[src/rtl/pulse_train_generator.sv]
// Pulse train generator: on a trigger edge emits delay, then N high/low pulses (or runs until aborted).
// Ports: clk_i/rst_ni, trig_i/abort_i/retrig_i/continuous_i control, delay_i/high_i/low_i/n_pulses_i config,
//        wave_o/busy_o/done_o/pulse_count_o registered status outputs.
module pulse_train_generator #(
   parameter int unsigned WIDTH   = 32,
   parameter int unsigned N_WIDTH = 16,
   parameter bit          INVERT  = 1'b0
) (
   input  logic               clk_i,
   input  logic               rst_ni,
   input  logic               trig_i,
   input  logic               abort_i,
   input  logic               retrig_i,
   input  logic               continuous_i,
   input  logic [WIDTH-1:0]   delay_i,
   input  logic [WIDTH-1:0]   high_i,
   input  logic [WIDTH-1:0]   low_i,
   input  logic [N_WIDTH-1:0] n_pulses_i,
   output logic               wave_o,
   output logic               busy_o,
   output logic               done_o,
   output logic [N_WIDTH-1:0] pulse_count_o
);

   typedef enum logic [1:0] {
      ST_IDLE  = 2'd0,
      ST_DELAY = 2'd1,
      ST_HIGH  = 2'd2,
      ST_LOW   = 2'd3
   } state_t;

   state_t             state_q, state_d;
   logic [WIDTH-1:0]   cnt_q, cnt_d;
   logic [WIDTH-1:0]   high_q, high_d;
   logic [WIDTH-1:0]   low_q, low_d;
   logic [N_WIDTH-1:0] n_q, n_d;
   logic               cont_q, cont_d;
   logic [N_WIDTH-1:0] pcount_q, pcount_d;
   logic               trig_q, trig_d;
   logic               wave_q, wave_d;
   logic               busy_q, busy_d;
   logic               done_q, done_d;

   logic               trig_edge;
   logic               accept;

   // The phase counter holds "cycles remaining minus one", so a phase of
   // length max(v,1) expires when the counter reads zero.
   function automatic logic [WIDTH-1:0] phase_len(input logic [WIDTH-1:0] v);
      phase_len = (v == '0) ? '0 : v - WIDTH'(1);
   endfunction

   assign trig_edge = trig_i & ~trig_q;
   // Busy is judged from the current state, so a trigger on the completing
   // edge with retrig_i=0 is ignored.
   assign accept    = trig_edge & ((state_q == ST_IDLE) | retrig_i);
   assign trig_d    = trig_i;

   // State register
   always_ff @(posedge clk_i) begin
      if (!rst_ni) begin
         state_q  <= ST_IDLE;
         cnt_q    <= '0;
         high_q   <= '0;
         low_q    <= '0;
         n_q      <= '0;
         cont_q   <= 1'b0;
         pcount_q <= '0;
         trig_q   <= 1'b1;
         wave_q   <= 1'b0;
         busy_q   <= 1'b0;
         done_q   <= 1'b0;
      end else begin
         state_q  <= state_d;
         cnt_q    <= cnt_d;
         high_q   <= high_d;
         low_q    <= low_d;
         n_q      <= n_d;
         cont_q   <= cont_d;
         pcount_q <= pcount_d;
         trig_q   <= trig_d;
         wave_q   <= wave_d;
         busy_q   <= busy_d;
         done_q   <= done_d;
      end
   end

   // Next-state and phase datapath
   always_comb begin
      state_d  = state_q;
      cnt_d    = cnt_q;
      high_d   = high_q;
      low_d    = low_q;
      n_d      = n_q;
      cont_d   = cont_q;
      pcount_d = pcount_q;
      if (abort_i) begin
         state_d = ST_IDLE;
      end else if (accept) begin
         high_d   = high_i;
         low_d    = low_i;
         n_d      = (n_pulses_i == '0) ? N_WIDTH'(1) : n_pulses_i;
         cont_d   = continuous_i;
         pcount_d = '0;
         if (delay_i == '0) begin
            state_d = ST_HIGH;
            cnt_d   = phase_len(high_i);
         end else begin
            state_d = ST_DELAY;
            cnt_d   = phase_len(delay_i);
         end
      end else begin
         case (state_q)
            ST_DELAY: begin
               if (cnt_q == '0) begin
                  state_d = ST_HIGH;
                  cnt_d   = phase_len(high_q);
               end else begin
                  cnt_d = cnt_q - WIDTH'(1);
               end
            end
            ST_HIGH: begin
               if (cnt_q == '0) begin
                  pcount_d = pcount_q + N_WIDTH'(1);
                  if (!cont_q && (pcount_d == n_q)) begin
                     state_d = ST_IDLE;
                  end else begin
                     state_d = ST_LOW;
                     cnt_d   = phase_len(low_q);
                  end
               end else begin
                  cnt_d = cnt_q - WIDTH'(1);
               end
            end
            ST_LOW: begin
               if (cnt_q == '0) begin
                  state_d = ST_HIGH;
                  cnt_d   = phase_len(high_q);
               end else begin
                  cnt_d = cnt_q - WIDTH'(1);
               end
            end
            default: state_d = ST_IDLE;
         endcase
      end
   end

   // Outputs are registered from the next state so they line up with it.
   always_comb begin
      wave_d = (state_d == ST_HIGH);
      busy_d = (state_d != ST_IDLE);
      // Only a HIGH phase running out reaches IDLE without abort.
      done_d = (state_q == ST_HIGH) && (state_d == ST_IDLE) && !abort_i;
   end

   assign wave_o        = INVERT ? ~wave_q : wave_q;
   assign busy_o        = busy_q;
   assign done_o        = done_q;
   assign pulse_count_o = pcount_q;

endmodule

[config.mk]
export PLATFORM = sky130hd
export DESIGN_NAME = pulse_train_generator
export DESIGN_NICKNAME = d
export VERILOG_FILES = /design/src/rtl/pulse_train_generator.sv
export SDC_FILE = /design/constraint.sdc
export NUM_CORES = 1
export LEC_CHECK = 0
export ABC_AREA = 0
export CORE_ASPECT_RATIO = 0.8
export CORE_MARGIN = 2
export CORE_UTILIZATION = 40
export DETAILED_ROUTE_END_ITERATION = 7
export GPL_TIMING_DRIVEN = 0
export MAX_ROUTING_LAYER = met4
export PLACE_DENSITY = 0.67
export SLEW_MARGIN = 20
export SYNTH_ARGS = -nofsm -noshare
export SYNTH_HDL_FRONTEND = slang
export SYNTH_SLANG_ARGS = --single-unit
[constraint.sdc]
create_clock -name clk_i -period 4.1 [get_ports clk_i]
set_input_delay 0.82 -clock clk_i [delete_from_list [all_inputs] [get_ports clk_i]]
set_output_delay 0.82 -clock clk_i [all_outputs]
set_load 0.02 [all_outputs]
==> results of run 1 <==
cells in the mapped netlist, types with 11 or more instances:
cell and number:
nand2b_1 13, nor2_1 85, o22ai_1 11, clkbuf_1 76
nor2b_1 12, or4_1 22, nor4_1 56, a221oi_1 15
o31ai_1 25, a31oi_1 12, nand3_1 53, or3_1 24
a21oi_1 114, nand4_1 21, nor3_1 75, xor2_1 59
nand2_1 212, dfxtp_1 135, inv_1 16, xnor2_1 77
o221ai_1 19, o21ai_0 45
kinds of logic after synthesis:
logic type                 Yosys count
xor gates and xnor gates           136
buffers and inverters              102
DFF                                135
AOI/OAI and AO/OA                  310
and+or+nand+nor                    615
adders and majority gates            6
muxes                               10
worst paths after layout:
path                          start                endpoint  slack, ns  cells after the start
max           cnt_q[0]$_SDFFE_PN0P_  cnt_q[12]$_SDFFE_PN0P_       0.04                     10
min          high_q[4]$_SDFFE_PN0P_  high_q[4]$_SDFFE_PN0P_       0.48                      2
min reg2reg  high_q[4]$_SDFFE_PN0P_  high_q[4]$_SDFFE_PN0P_       0.48                      2
max reg2reg   cnt_q[0]$_SDFFE_PN0P_  cnt_q[12]$_SDFFE_PN0P_       0.04                     10
what timing repair did:
action / CTS / global route
pin swaps: 0 / 2
endpoints found under the setup margin: 29 / 39
resized for setup: 4 / 16
setup buffers: 0 / 3
endpoints found under the hold margin: 0 / 0
area by class of cell:
| type | count | share of cell area [%] |
|---|---|---|
| Antenna cell | 2 | 0.0419 |
| Buffer | 84 | 2.91 |
| Clock buffer | 18 | 3.67 |
| Clock inverter | 14 | 1.30 |
| Inverter | 17 | 0.534 |
| Multi-Input combinational cell | 1077 | 54.3 |
| Sequential cell | 135 | 22.6 |
| Tap cell | 312 | 3.26 |
| Timing Repair Buffer | 137 | 11.4 |
per-stage QoR:
step                cell area (um^2)  instances
CTS                            11900       1792
finish                         12000       1796
detailed placement             11300       1760
global placement               11200       1759
global route                   12000       1796
floorplan                       9530       1314
power breakdown:
part | total, uW | switching, uW | internal [uW]
logic | 2090 | 1350 | 740
clock network | 1580 | 698 | 880
registers | 1430 | 65.3 | 1360
total | 5090 | 2110 | 2980
registers in the layout, indices dropped and copies added, names as in the netlist:
register and cells:
cnt_q 32, high_q 32, low_q 32, n_q 16
pulse_count_o 16, state_q 2, busy_o 1, cont_q 1
done_o 1, trig_q 1, wave_o 1
per-layer routing:
layer	GRT usage [%]	vias up
met2	43.6	608
met3	9.88	53
met1	46.8	5013
met4	7.57	0
met5	-	-
li1	-	5150
critical path, stage by stage (launching register included):
cell and delay, ns:
dfxtp_1 0.36, inv_1 0.08, ha_1 0.19, or4b_4 0.52
or4b_1 0.60, clkbuf_1 0.32, nor3_4 0.47, clkbuf_2 0.42
nand2_1 0.14, o31ai_1 0.64, o31ai_1 0.15
==> results_dict.tcl, run 1 <==
set metrics [dict create \
    core_area_um2 23400 \
    clock-root-buffer "clkbuf_16" \
    finClkSkew_ns 0.0142 \
    fin_crit_sh_pct 99.0 \
    maxCapViolations 0 \
    wl_met3_mm 5.06 \
    h-tree-depth 4 \
    path_class "reg2reg" \
    leakage_uw 0.00414 \
    place.gp.congestion 1.01 \
    slew_violations 0 \
    ys_ff_latch 135 \
    synth_top_cell_by_area "dfxtp_1" \
    initialDrtViolationCount 1185 \
    synth_top_family_by_area "simple AND/OR/NAND/NOR gates" \
    yosysWarningCount 0 \
    drc_errors 0 \
    ff_latch_area_um2 2700 \
    dieArea_um2 25100 \
    synth_cell_types 65 \
    grt_pass1_wl_mm 59.0 \
    layout_commonest_cell "nand2_1" \
    dp_hpwl_mm 30.9 \
    syn_inst 1314 \
    synth_nets 1438 \
    drt-wirelength-per-cell_um 22.1 \
    setup_tns_ns 0 \
    rsz0062_at_grt "false" \
    netlist.area_leader.share_pct 28.4 \
    syn_to_final_growth_pct 25.5 \
    grt_overflow_total 0 \
    clk_latency_ns 0.44 \
    synth_adder_area_share_pct 0.788 \
    hold_class "reg2reg" \
    wl_met1_mm 18.4 \
    holdWs_ns 0.483 \
    die_width_um 177 \
    grt_pass1_vias 9665 \
    synth_top_cells_by_area "dfxtp_1 28%, nand2_1 8.4%, xnor2_1 7.1%" \
    clk_pin_slew_ns 0.07 \
    drt_pass1_iterations 6 \
    row_count 50 \
    cts_tree "done" \
    fillCellCount 2376 \
    async_flop_share_pct 0 \
    max_clock_freq_ghz 0.246 \
    synth_edf_count 0 \
    multi_input_area_um2 6490 \
    outcome "complete, no violations" \
    ys_seq_area_share_pct 28.4 \
    ys.flop_type "dfxtp_1" \
    cts_buffers 17 \
    grt_max_degree 17 \
    start_util_pct 40.7 \
    startpoint_type "flip-flop" \
    critPathMaxFanout 10 \
    die_height_um 142 \
    synthMuxAreaShare_pct 1.08 \
    totalWireLength_mm 39.7 \
    synth_simple_gate_area_share_pct 31.8 \
    ios 137 \
    numPortBuffers 133 \
    cts_buffer_depth 2 \
    min_period_ns 4.06 \
    drive_gt1_share_pct 4.99 \
    setup_viol 0 \
    p_total_uw 5090 \
    antenna_found_initial 2 \
    ir_drop_mv 0.334 \
    final_nets 1593 \
    worstPathArrival_ns 4.33 \
    ctsHoldBuffers 0 \
    post-place-ws_ns -0.657 \
    synth_xor_area_share_pct 12.5 \
    setup_ws_ns 0.0392 \
    synth_compound_area_share_pct 21.2 \
    track_usage_pct 32.4 \
    syn-cell-area_um2 9530 \
    syn_area_per_cell_um2 7.25 \
    final-hold-violation-count 0 \
    required_ns 4.37 \
    endpoint_kind "flip-flop" \
    clock-sinks 135 \
    via_per_inst 6.03 \
    top_layer_used "met4" \
    p_per_area_nw_per_um2 426 \
    fin_util_pct 51.1 \
    vias 10800 \
    layout_common_cells "212 x nand2_1, 135 x dfxtp_1, 133 x clkdlybuf4s50_1" \
    antenna_left 0 \
    worst_pin_slew_ns 1.17 \
    met2_length_mm 15.5 \
    max_slew_margin_pct 21.6 \
]
Note: power is estimated with default switching activity, not from simulation.
==> run 2, diff against run 1 <==
- CAP_MARGIN: default -> 20
- SLEW_MARGIN: 20 -> 0
==> run 2 against run 1 <==
Routed wire length is essentially flat. Sequential share of layout area is essentially flat. First-iteration DRC count shrank 0.34%. Worst setup slack lost 0.0057 ns. Clock skew shrank 0.0036 ns. Utilization shrank 0.064 points. Global-route usage grew 0.10 points. Via count grew 0.29%. Flip-flop and latch count is the same. Non-clock buffer count grew 2. Critical path type unchanged.
==> results_dict.tcl, run 2 (same netlist as run 1, synthesis figures left out) <==
set metrics [dict create \
    hold_class "reg2reg" \
    layout_commonest_cell "nand2_1" \
    fillCellCount 2373 \
    min_period_ns 4.07 \
    cts_buffers 17 \
    worstPathArrival_ns 4.33 \
    ff_latch_area_um2 2700 \
    cts_tree "done" \
    drive_gt1_share_pct 4.99 \
    core_area_um2 23400 \
    critPathMaxFanout 10 \
    cts_buffer_depth 2 \
    required_ns 4.37 \
    endpoint_kind "flip-flop" \
    final_cell_area_um2 11900 \
    grt_overflow_total 0 \
    p_int_uw 2970 \
    max_stage_delay_ns 0.61 \
    largestRegisters "cnt_q (32), high_q (32), low_q (32)" \
    dieArea_um2 25100 \
    die_width_um 177 \
    worst_pin_slew_ns 1.05 \
    seqPwrFrac_pct 28.1 \
    critical_path.top_delay_family "simple AND/OR/NAND/NOR gates" \
    initialDrtViolationCount 1181 \
    placed_cell_area_um2 11300 \
    dp_cells 1761 \
    startpoint_type "flip-flop" \
    antenna_found_initial 0 \
    place.gp.congestion 1.01 \
    num_antenna_cells 0 \
    drc_errors 0 \
    max_clock_freq_ghz 0.246 \
    setup_viol 0 \
    max_slew_margin_pct 29.8 \
    track_usage_pct 32.5 \
    die_height_um 142 \
    drt-wirelength-per-cell_um 22.1 \
    grt_pass1_vias 9876 \
    clk_latency_ns 0.43 \
    netSwitchingPower_uw 2100 \
    clock-sinks 135 \
    grt_max_degree 17 \
    ir_drop_mv 0.301 \
    instances_no_fill 1796 \
    leakage_uw 0.00414 \
    p_per_area_nw_per_um2 424 \
    switching_share_pct 41.4 \
    vias 10900 \
    clk_pin_slew_ns 0.07 \
    path_class "reg2reg" \
    via_per_inst 6.04 \
    antenna_left 0 \
    numPortBuffers 133 \
    clock-root-buffer "clkbuf_16" \
    final-hold-violation-count 0 \
    cp_num_buf_inv 3 \
    drt_pass1_iterations 7 \
    slew_violations 0 \
    h-tree-depth 4 \
    outcome "complete, no violations" \
    slowest_stage "nor3_2" \
    start_util_pct 40.7 \
    totalWireLength_mm 39.7 \
    layout_common_cells "212 x nand2_1, 135 x dfxtp_1, 133 x clkdlybuf4s50_1" \
    grt_pass1_wl_mm 59.5 \
    syn_to_final_growth_pct 25.4 \
    comb_power_share_pct 41.0 \
    ios 137 \
    clockPowerShare_pct 30.8 \
    finClkSkew_ns 0.0106 \
    multi_input_area_um2 6480 \
    worstPathCellList "inv_1, ha_1, or4b_4, or4b_1, clkbuf_1, nor3_2, clkbuf_2, nand2_1, o31ai_2, o31ai_1" \
    fin_crit_sh_pct 99.2 \
    final_nets 1595 \
    row_count 50 \
    dp_hpwl_mm 31.2 \
    maxCapViolations 0 \
]
## run 2: cell type report
class | instances | area share [%]
clock buffer | 18 | 3.59
buffer | 84 | 2.92
timing repair buffer | 139 | 11.5
multi-input combinational | 1077 | 54.3
sequential | 135 | 22.6
tap | 312 | 3.27
inverter | 17 | 0.534
clock inverter | 14 | 1.29
## run 2: metal layers
metal,vias up,GRT usage [%],share of wire [%]
met5,-,-,0
met4,0,7.61,2.1
met3,49,9.99,13
met2,595,43.3,39
met1,5038,47.2,46
li1,5173,-,-
## run 2: worst paths after layout
kind                            slack, ns                      to  depth (start not counted)                    from
worst max-delay path                 0.03  cnt_q[12]$_SDFFE_PN0P_                         10   cnt_q[0]$_SDFFE_PN0P_
worst min-delay path                 0.48  high_q[4]$_SDFFE_PN0P_                          2  high_q[4]$_SDFFE_PN0P_
worst max register to register       0.03  cnt_q[12]$_SDFFE_PN0P_                         10   cnt_q[0]$_SDFFE_PN0P_
worst min register to register       0.48  high_q[4]$_SDFFE_PN0P_                          2  high_q[4]$_SDFFE_PN0P_
## run 2: per-stage QoR
step           utilization [%]  hold slack [ns]  setup WS, ns  power, uW  setup TNS (ns)
2_1_floorplan                -            0.448         0.739       2650               0
3_3_place_gp              48.1            0.458         -1.02       3410          -25.40
3_5_place_dp              48.2            0.472        -0.630       3400          -15.00
4_1_cts                   50.7            0.483       0.00176       4960               0
5_1_grt                   51.0            0.503       -0.0215       5270         -0.0334
6_report                  51.0            0.483        0.0335       5070               0
## run 2: timing repair
item / in CTS / in global routing
setup endpoints to repair: 27 / 39
gates resized for setup: 5 / 14
setup buffers: 0 / 4
pin swaps: 0 / 2
hold buffers: 0 / 0
## run 2: power groups by stage
| stage | combinational (uW) | sequential [uW] | clock (uW) |
|---|---|---|---|
| 6_report | 2080 | 1430 | 1560 |
| 3_5_place_dp | 1950 | 1450 | 0 |
| 3_3_place_gp | 1960 | 1450 | 0 |
| 4_1_cts | 1970 | 1420 | 1570 |
| 5_1_grt | 2200 | 1430 | 1630 |
| 2_1_floorplan | 1210 | 1440 | 0 |
## run 2: worst reg2reg max path, stage by stage, from the launching register on
cell      delay (ns)
dfxtp_1         0.36
inv_1           0.08
ha_1            0.21
or4b_4          0.52
or4b_1          0.59
clkbuf_1        0.31
nor3_2          0.61
clkbuf_2        0.44
nand2_1         0.17
o31ai_2         0.50
o31ai_1         0.12
==> run 3, diff against run 2 <==
- ABC_CLOCK_PERIOD_IN_PS: default -> 4100
- CORE_UTILIZATION: 40 -> 25
- PLACE_DENSITY: 0.67 -> 0.48
==> run 3 against run 2 <==
The run now ends with negative setup slack left. Via count decreased by 0.58%. Worst hold slack improved by 0.0046 ns. Total power increased by 2.4%. Clock power increased by 4%. Register-to-register slack got worse by 0.05 ns. Clock skew increased by 0.0038 ns. Cell count increased by 9.7%. Critical path type unchanged.
==> results_dict.tcl, run 3 (same netlist as run 1, synthesis figures left out) <==
set metrics [dict create \
    die_height_um 179 \
    critPathMaxFanout 12 \
    slowest_stage "o31ai_1" \
    clock-sinks 135 \
    ir_drop_mv 0.243 \
    die_width_um 222 \
    cp.depth 10 \
    slew_violations 0 \
    p_total_uw 5190 \
    place.gp.congestion 0.994 \
    startpoint "cnt_q[0]$_SDFFE_PN0P_" \
    grt_pass1_vias 9884 \
    required_ns 4.38 \
    instances_no_fill 1970 \
    numPortBuffers 133 \
    vias 10800 \
    leakage_uw 0.00414 \
    track_usage_pct 22.3 \
    clk_latency_ns 0.45 \
    clock-root-buffer "clkbuf_16" \
    setup_ws_ns -0.0196 \
    antenna_found_initial 0 \
    final-hold-violation-count 0 \
    worst_pin_slew_ns 1.10 \
    cp_num_buf_inv 3 \
    syn_to_final_growth_pct 27.9 \
    drc_errors 0 \
    setup_viol 1 \
    largestRegisters "cnt_q (32), high_q (32), low_q (32)" \
    p_per_area_nw_per_um2 426 \
    post-place-ws_ns -0.780 \
    hold_class "reg2reg" \
    max_slew_margin_pct 26.6 \
    ctsHoldBuffers 0 \
    rsz0062_at_grt "false" \
    endpoint_kind "flip-flop" \
    drt-wirelength-per-cell_um 22.1 \
    row_count 63 \
    drt_pass1_iterations 6 \
    layout_commonest_cell "nand2_1" \
    via_per_inst 5.48 \
    min_period_ns 4.12 \
    cts_tree "done" \
    core_area_um2 37300 \
    fin_util_pct 32.7 \
    cts_buffers 17 \
    dieArea_um2 39700 \
    startpoint_type "flip-flop" \
    final_cell_area_um2 12200 \
    totalWireLength_mm 43.5 \
    dp_hpwl_mm 34.7 \
    drive_gt1_share_pct 4.99 \
    max_stage_delay_ns 0.75 \
    worstPathArrival_ns 4.40 \
    start_util_pct 25.6 \
    crit_top_cell "o31ai_1" \
    dp_cells 1936 \
    worstReg2RegStart "cnt_q[0]$_SDFFE_PN0P_" \
    ios 137 \
    path_class "reg2reg" \
    critical_path.top_delay_family "simple AND/OR/NAND/NOR gates" \
    final_nets 1594 \
    grt_pass1_wl_mm 63.9 \
    initialDrtViolationCount 1049 \
    outcome "finished with violations" \
    violations "negative setup slack" \
    min-delay-start "low_q[19]$_SDFFE_PN0P_" \
    clk_pin_slew_ns 0.07 \
    finClkSkew_ns 0.0144 \
    h-tree-depth 4 \
    layout_common_cells "212 x nand2_1, 135 x dfxtp_1, 133 x clkdlybuf4s50_1" \
    fin_crit_sh_pct 100 \
    num_antenna_cells 0 \
    grt_max_degree 17 \
    grt_overflow_total 0 \
    cts_buffer_depth 2 \
    whs_path_depth 2 \
    worstPathCellList "inv_1, ha_1, or4b_4, or4b_1, clkbuf_1, nor3_1, buf_4, nand2_1, o31ai_1, o31ai_1" \
    antenna_left 0 \
    placed_cell_area_um2 11500 \
    max_clock_freq_ghz 0.243 \
    worst_r2r_path_depth 10 \
    maxCapViolations 0 \
]
==> run 3: cell count changes in the layout (fill, tap and decap cells not counted), moves of 2 or more <==
cell      delta
inv_8        -4
nor4_2       +3
clkbuf_2     -2
inv_6        +3
buf_4        +2
clkinv_4     -2
nor4_1       -3
==> run 3: timing repair <==
action                     CTS  global route
gates resized for setup      4            13
setup endpoints to repair   26            39
setup buffers                0             5
pin swaps                    0             3
==> run 3: power breakdown <==
part,total (uW),internal (uW),leakage [uW],switching (uW)
clock,1630,928,0.000287,705
sequential,1430,1360,0.00109,68.4
combinational,2130,741,0.00276,1390
total,5190,3030,0.00414,2160
==> run 3: per-layer routing <==
| layer | up-vias | wire [um] | GRT usage [%] | share of wire, % |
|---|---|---|---|---|
| li1 | 5146 | - | - | - |
| met1 | 5143 | 21400 | 32.0 | 49 |
| met5 | - | 0 | - | 0 |
| met3 | 41 | 3330 | 4.17 | 7.7 |
| met4 | 0 | 809 | 5.94 | 1.9 |
| met2 | 462 | 18000 | 31.7 | 41 |
==> run 3: worst reg2reg max path, stage by stage, from the launching register on <==
cell and delay [ns]:
dfxtp_1 0.35, inv_1 0.07, ha_1 0.21, or4b_4 0.52, or4b_1 0.60, clkbuf_1 0.32
nor3_1 0.57, buf_4 0.35, nand2_1 0.12, o31ai_1 0.75, o31ai_1 0.11
==> run 3: stage by stage <==
step	hold WS [ns]	setup TNS [ns]
global route	0.509	0
CTS	0.490	0
detailed placement	0.480	-14.76
floorplan	0.448	0
global placement	0.466	-20.18
finish	0.488	-0.0196
==> run 3: final timing paths <==
path | end | slack (ns)
setup / recovery | cnt_q[12]$_SDFFE_PN0P_ | -0.02
hold / removal | low_q[19]$_SDFFE_PN0P_ | 0.49
hold reg to reg | low_q[19]$_SDFFE_PN0P_ | 0.49
setup reg to reg | cnt_q[12]$_SDFFE_PN0P_ | -0.02
==> run 3: cell type report <==
cell class / count / area [um^2]
Tap cell: 487 / 609
Inverter: 17 / 63.8
Clock buffer: 18 / 439
Timing Repair Buffer: 140 / 1380
Multi-Input combinational cell: 1077 / 6490
Fill cell: 3995 / 25100
Clock inverter: 14 / 160
Sequential cell: 135 / 2700
Buffer: 82 / 339
